$ cat src/rtl/dcache_port_arbiter.sv
// Shares the single data-cache port between the SPI loader, the execute core and
// the display viewer using registered, one-beat grants with a bounded loader lock.
module dcache_port_arbiter #(
  parameter int ADDR_W   = 4,
  parameter int DATA_W   = 8,
  parameter int LOCK_MAX = 16
) (
  input  logic              clk,
  input  logic              rst_n,
  input  logic              ld_req_in,
  input  logic              ld_lock_in,
  input  logic [ADDR_W-1:0] ld_addr_in,
  input  logic [DATA_W-1:0] ld_wdata_in,
  output logic              ld_gnt_out,
  input  logic              core_req_in,
  input  logic              core_we_in,
  input  logic [ADDR_W-1:0] core_addr_in,
  input  logic [DATA_W-1:0] core_wdata_in,
  output logic              core_gnt_out,
  output logic [DATA_W-1:0] core_rdata_out,
  input  logic              disp_req_in,
  input  logic [ADDR_W-1:0] disp_addr_in,
  output logic              disp_gnt_out,
  output logic [DATA_W-1:0] disp_rdata_out,
  output logic              disp_rdata_valid_out,
  output logic [ADDR_W-1:0] mem_addr_out,
  output logic [DATA_W-1:0] mem_wdata_out,
  output logic              mem_wen_out,
  input  logic [DATA_W-1:0] mem_rdata_in,
  output logic [1:0]        owner_out,
  output logic              lock_timeout_out
);

  localparam int CNT_W = (LOCK_MAX > 1) ? $clog2(LOCK_MAX) : 1;
  localparam logic [CNT_W-1:0] CNT_LAST = CNT_W'(LOCK_MAX - 1);

  typedef enum logic [1:0] {
    OWN_NONE = 2'b00,
    OWN_LD   = 2'b01,
    OWN_CORE = 2'b10,
    OWN_DISP = 2'b11
  } owner_e;

  owner_e            owner_q, owner_d;
  logic [CNT_W-1:0]  lock_cnt_q, lock_cnt_d;
  logic              timeout_q, timeout_d;
  logic [DATA_W-1:0] disp_rdata_q, disp_rdata_d;
  logic              disp_valid_q, disp_valid_d;
  logic              ld_elig, core_elig, disp_elig;

  always_comb begin
    owner_d      = OWN_NONE;
    lock_cnt_d   = '0;
    timeout_d    = timeout_q;
    disp_rdata_d = disp_rdata_q;
    disp_valid_d = 1'b0;
    // The current owner is never eligible, which also excludes the loader on a lock break.
    ld_elig   = ld_req_in   && (owner_q != OWN_LD);
    core_elig = core_req_in && (owner_q != OWN_CORE);
    disp_elig = disp_req_in && (owner_q != OWN_DISP);

    if (owner_q == OWN_LD && ld_lock_in && lock_cnt_q < CNT_LAST) begin
      owner_d    = OWN_LD;
      lock_cnt_d = lock_cnt_q + 1'b1;
    end else begin
      if (owner_q == OWN_LD && ld_lock_in) begin
        timeout_d = 1'b1;
      end
      if (ld_elig) begin
        owner_d = OWN_LD;
      end else if (core_elig) begin
        owner_d = OWN_CORE;
      end else if (disp_elig) begin
        owner_d = OWN_DISP;
      end
    end

    if (owner_q == OWN_DISP) begin
      disp_rdata_d = mem_rdata_in;
      disp_valid_d = 1'b1;
    end
  end

  always_comb begin
    mem_addr_out  = '0;
    mem_wdata_out = '0;
    case (owner_q)
      OWN_LD: begin
        mem_addr_out  = ld_addr_in;
        mem_wdata_out = ld_wdata_in;
      end
      OWN_CORE: begin
        mem_addr_out  = core_addr_in;
        mem_wdata_out = core_wdata_in;
      end
      OWN_DISP: mem_addr_out = disp_addr_in;
      default: ;
    endcase
  end

  always_ff @(posedge clk) begin
    if (!rst_n) begin
      owner_q      <= OWN_NONE;
      lock_cnt_q   <= '0;
      timeout_q    <= 1'b0;
      disp_rdata_q <= '0;
      disp_valid_q <= 1'b0;
    end else begin
      owner_q      <= owner_d;
      lock_cnt_q   <= lock_cnt_d;
      timeout_q    <= timeout_d;
      disp_rdata_q <= disp_rdata_d;
      disp_valid_q <= disp_valid_d;
    end
  end

  assign ld_gnt_out           = (owner_q == OWN_LD);
  assign core_gnt_out         = (owner_q == OWN_CORE);
  assign disp_gnt_out         = (owner_q == OWN_DISP);
  // Reset gates the write strobe immediately, even mid-grant.
  assign mem_wen_out          = rst_n & ((ld_gnt_out & ld_req_in) |
                                         (core_gnt_out & core_req_in & core_we_in));
  assign core_rdata_out       = core_gnt_out ? mem_rdata_in : '0;
  assign disp_rdata_out       = disp_rdata_q;
  assign disp_rdata_valid_out = disp_valid_q;
  assign owner_out            = owner_q;
  assign lock_timeout_out     = timeout_q;

endmodule
$ cat config.mk
export PLATFORM = sky130hd
export DESIGN_NAME = dcache_port_arbiter
export DESIGN_NICKNAME = d
export VERILOG_FILES = /design/src/rtl/dcache_port_arbiter.sv
export SDC_FILE = /design/constraint.sdc
export NUM_CORES = 1
export LEC_CHECK = 0
export ABC_AREA = 1
export BUFFER_PORTS_ARGS = -buffer_cell sky130_fd_sc_hd__buf_2
export CAP_MARGIN = 20
export CELL_PAD_IN_SITES_DETAIL_PLACEMENT = 1
export CELL_PAD_IN_SITES_GLOBAL_PLACEMENT = 2
export CORE_MARGIN = 4
export CORE_UTILIZATION = 18
export CTS_CLUSTER_SIZE = 40
export DETAILED_ROUTE_END_ITERATION = 16
export PLACE_DENSITY_LB_ADDON = 0.1
export SLEW_MARGIN = 20
export SYNTH_ARGS = -nofsm -noshare
export SYNTH_HDL_FRONTEND = slang
export SYNTH_SLANG_ARGS = --single-unit
$ cat constraint.sdc
create_clock -name clk -period 1.85 [get_ports clk]
set_input_delay 0.37 -clock clk [delete_from_list [all_inputs] [get_ports clk]]
set_output_delay 0.37 -clock clk [all_outputs]
set_load 0.1 [all_outputs]
==> flow_results.org <==
** Status
- Status :: complete, but fails checks
- Violated checks :: negative setup slack

** Floorplanning
- The floorplan has 27 rows.
- The floorplan step defined a die boundary enclosing between 6000 and 7000 um^2.
- In this run the vertical extent of the chip is approximately 83 um.
- For this configuration, the core starts out at a cell density of 18.54%.
- Floorplan die width :: 83.08 um
- 79 I/O pins were placed.
- Core footprint :: 5473 um^2

** Yosys
- Post-synthesis average cell area :: 6.303 um^2
- Post-synthesis instance area :: 1015 um^2
- After synthesis, flip-flops and latches occupy 31.57% of the total area.
- Synthesis instantiated 16 different standard cells from the library.
- Synthesis produced a netlist with a net count of 212.
- Count of synthesis-stage warnings from yosys :: 0
- Synthesis produced a netlist whose cell count is 161.
- The synthesized design contains 16 register bits.

** Route
- Detail-routed net length per standard cell :: 12.02 um
- Wires add up to 3869 um.
- Drt initial violations :: 34
- Number of DRC violations after detailed routing :: 0
- Count of nets left with antenna violations after detail routing :: 0
- After detailed routing, the number of vias per cell comes to 3.882.
- DR pass1 iterations :: 4
- Across all layers, the routed design uses roughly 1,300 vias.

** Worst setup path
- Worst flop-to-flop path endpoint :: disp_rdata_out[6]
- In this run the critical register-to-register path is launched from owner_out[0].
- Worst path depth :: 6
- Traced cell by cell, the critical path runs through inv_4 > ha_4 > clkinvlp_4 > buf_12 > a21oi_4 > buf_12.
- The critical path ends at mem_wdata_out[0].
- The worst setup path is launched from a register.
- The setup check on the worst reg-to-reg path leaves a slack of 0.53 ns.
- On the worst path, the slowest cell contributes a delay of between 0.3 and 0.4 ns.
- Critical path peak fanout :: 8
- Sort of element at the end of the critical path :: output port
- The slowest stage of the critical path is the sky130_fd_sc_hd__dfxtp_4 cell.
- The number of cells on the worst reg-to-reg path is 6.
- The most numerous cell type found on the critical path is sky130_fd_sc_hd__buf_12.
- Data arrives at the worst endpoint at 1.54 ns.
- For the worst setup path, the data required time is 1.48 ns.
- Total buffers and inverters traversed by the critical path :: 4
- Kind of cell adding the most delay to the critical path :: buffers and inverters
- The most critical setup path has its startpoint at owner_out[0].
- Crit Path Class :: reg2out

** CTS
- Clock transition at the registers of the reported paths :: 0.06 ns
- CTS built an H-tree with a depth of 1.
- CTS placed an instance of sky130_fd_sc_hd__clkbuf_8 at the clock tree root.
- The clock passes through at most 2 buffers.
- Skew-Pair Late Insertion Delay :: between 0.2 and 0.3 ns
- TritonCTS clock tree :: built
- Counting the buffers created by CTS gives 3.
- Clock Sinks :: 16

** Flow run
- Max-cap check violation count :: 0

** Global routing
- The first global-routing pass estimated 6396 um of wire.
- Overflow left after global routing :: 0
- Entering global routing, the biggest net connects 13 pins.
- Number of global-route vias before repair :: between 1,000 and 1,500
- GRT Util Overall :: 11.09%
- The number of antenna violations at the first check in global routing is 0.

** Cells and area
- Utilization after layout :: 41.02%
- Once layout is done, the placed cells without fillers occupy 2245 um^2.
- The number of antenna diodes in the final layout is 0.
- At the end of the flow, the number of nets in the layout was 302.
- Compared with the post-synthesis result, the final layout area differs by 121.2%.
- Share of layout cells above drive strength 1 :: roughly three fifths

** Power
- In this run the static leakage power is 0.0009542 uW.
- For this design the ratio of total power to cell area is 703.8 nW/um^2.
- Across the VDD grid, the largest voltage drop is between 0.3 and 0.4 mV.

** Timing
- Worst Setup Slack, final :: -0.05948 ns
- Final hold slack :: 0.3778 ns
- Count of endpoints failing setup in the final report :: 8
- Worst slew pin tran :: 0.4989 ns
- Maximum achievable frequency :: 523.7 MHz
- Count of pins over their slew limit :: 0
- The total count of hold-check failures in the final report was 0.
- Minimum clock period after layout :: ~1.9 ns
- Dividing the final minimum period by the clock period gives 103.2%.
- For the final database, setup skew stands at 0.0006839 ns.
- Measured against its own limit, the worst slew margin works out to about two thirds.
- Setup repair after global routing missed its margin :: yes

** Placement
- After legalization and detailed placement, the total HPWL measured approximately 3200 um.
- Routability-driven placement finished with a final weighted congestion of 0.6442.
- Number of input and output port buffers inserted :: a little under 80
- Post-Place Cell Area :: between 2000 and 2500 um^2
- Placement Setup Slack :: 0.08777 ns

** Hold path
- Worst min-delay path category :: in2reg
## state kept, by name (all words and copies together), names as in the netlist
| register | count |
|---|---|
| disp_rdata_out | 8 |
| disp_rdata_valid_out | 1 |
| lock_cnt_q | 4 |
| lock_timeout_out | 1 |
| owner_out | 2 |
## power by group
| part | leakage, uW | switching, uW | internal [uW] |
|---|---|---|---|
| clock | 0.0000231 | 120 | 147 |
| sequential | 0.000131 | 16.9 | 362 |
| combinational | 0.000800 | 630 | 304 |
## worst reg2reg max path, stage by stage (launching register included)
cell	delay, ns
sky130_fd_sc_hd__dfxtp_4	0.37
sky130_fd_sc_hd__buf_4	0.16
sky130_fd_sc_hd__ha_4	0.16
sky130_fd_sc_hd__buf_4	0.16
sky130_fd_sc_hd__inv_1	0.23
sky130_fd_sc_hd__nor2_1	0.07
sky130_fd_sc_hd__nor2_1	0.11
## placed cells by master, fill, tap and decap left out, drive strengths merged
cell	netlist	routed
clkinv	1	2
o21ai	9	9
clkinvlp	0	13
xnor2	1	1
clkbuf	1	3
nand2	52	52
a21oi	11	11
dfxtp	16	16
buf	4	90
nor2	24	24
nand4	1	1
ha	8	8
nand3	8	8
inv	25	12
## per-layer routing
| metal | vias up | global-route usage [%] | wire length, um |
|---|---|---|---|
| li1 | 662 | - | - |
| met1 | 544 | 14.57 | 1812 |
| met2 | 42 | 18.44 | 1834 |
| met3 | 2 | 3.571 | 211 |
| met4 | 0 | 0.8915 | 11 |
| met5 | - | 0 | 0 |
## cells in the mapped netlist
| master | number | area, um^2 |
|---|---|---|
| sky130_fd_sc_hd__nand2_1 | 52 | 195.2 |
| sky130_fd_sc_hd__ha_1 | 8 | 100.1 |
| sky130_fd_sc_hd__nand4_1 | 1 | 6.260 |
| sky130_fd_sc_hd__inv_1 | 25 | 93.84 |
| sky130_fd_sc_hd__buf_4 | 2 | 15.01 |
| sky130_fd_sc_hd__buf_6 | 2 | 22.52 |
| sky130_fd_sc_hd__nand3_1 | 6 | 30.03 |
| sky130_fd_sc_hd__clkinv_1 | 1 | 3.750 |
| sky130_fd_sc_hd__a21oi_2 | 1 | 8.760 |
| sky130_fd_sc_hd__clkbuf_2 | 1 | 5.000 |
| sky130_fd_sc_hd__dfxtp_1 | 16 | 320.3 |
| sky130_fd_sc_hd__nand3_2 | 2 | 20.02 |
| sky130_fd_sc_hd__o21ai_0 | 9 | 45.04 |
| sky130_fd_sc_hd__nor2_1 | 24 | 90.09 |
| sky130_fd_sc_hd__a21oi_1 | 10 | 50.05 |
| sky130_fd_sc_hd__xnor2_1 | 1 | 8.760 |
## area by class of cell
class                   count  area [um^2]
multi-input cells         114        805.8
inverters                  26        153.9
fillers                   674         3228
clock inverters             1        3.754
flip-flops and latches     16        327.8
repair buffers             90        822.0
well taps                  72        90.09
clock buffers               3        41.29
## worst min-delay path by stage
stage	cells after the start	start	slack (ns)	to
after floorplan	1	lock_cnt_q[0]	0.43	lock_cnt_q[0]
after global placement	1	lock_cnt_q[0]	0.45	lock_cnt_q[0]
after detailed placement	1	lock_cnt_q[0]	0.45	lock_cnt_q[0]
after CTS	3	mem_rdata_in[1]	0.36	disp_rdata_out[1]
after global routing	3	mem_rdata_in[4]	0.39	disp_rdata_out[4]
final	3	mem_rdata_in[2]	0.38	disp_rdata_out[2]
## logic make-up after synthesis
group	after synthesis	share of synthesized area, %
AO/OA/AOI/OAI	20	10.23
XOR/XNOR	1	0.8633
adder cells (fa/ha/maj)	8	9.865
buffers and inverters	31	13.81
flip-flops	16	31.57
AND/OR/NAND/NOR	85	33.66
## per-stage QoR
step / std cells / power, uW / TNS, ns
after floorplan: 161 / 992.2 / -4.891
after global placement: 311 / 1267 / 0
after detailed placement: 311 / 1267 / 0
after CTS: 318 / 1563 / -0.9590
after global routing: 322 / 1663 / -1.246
final: 322 / 1580 / -0.3969
## timing repair
| item | in CTS | in global routing |
|---|---|---|
| gates resized for setup | 7 | 24 |
| pin swaps | 0 | 2 |
| hold buffers | 0 | 0 |
| setup buffers | 3 | 4 |
| setup endpoints to repair | 20 | 22 |
Power figures use the tool's default switching activity.
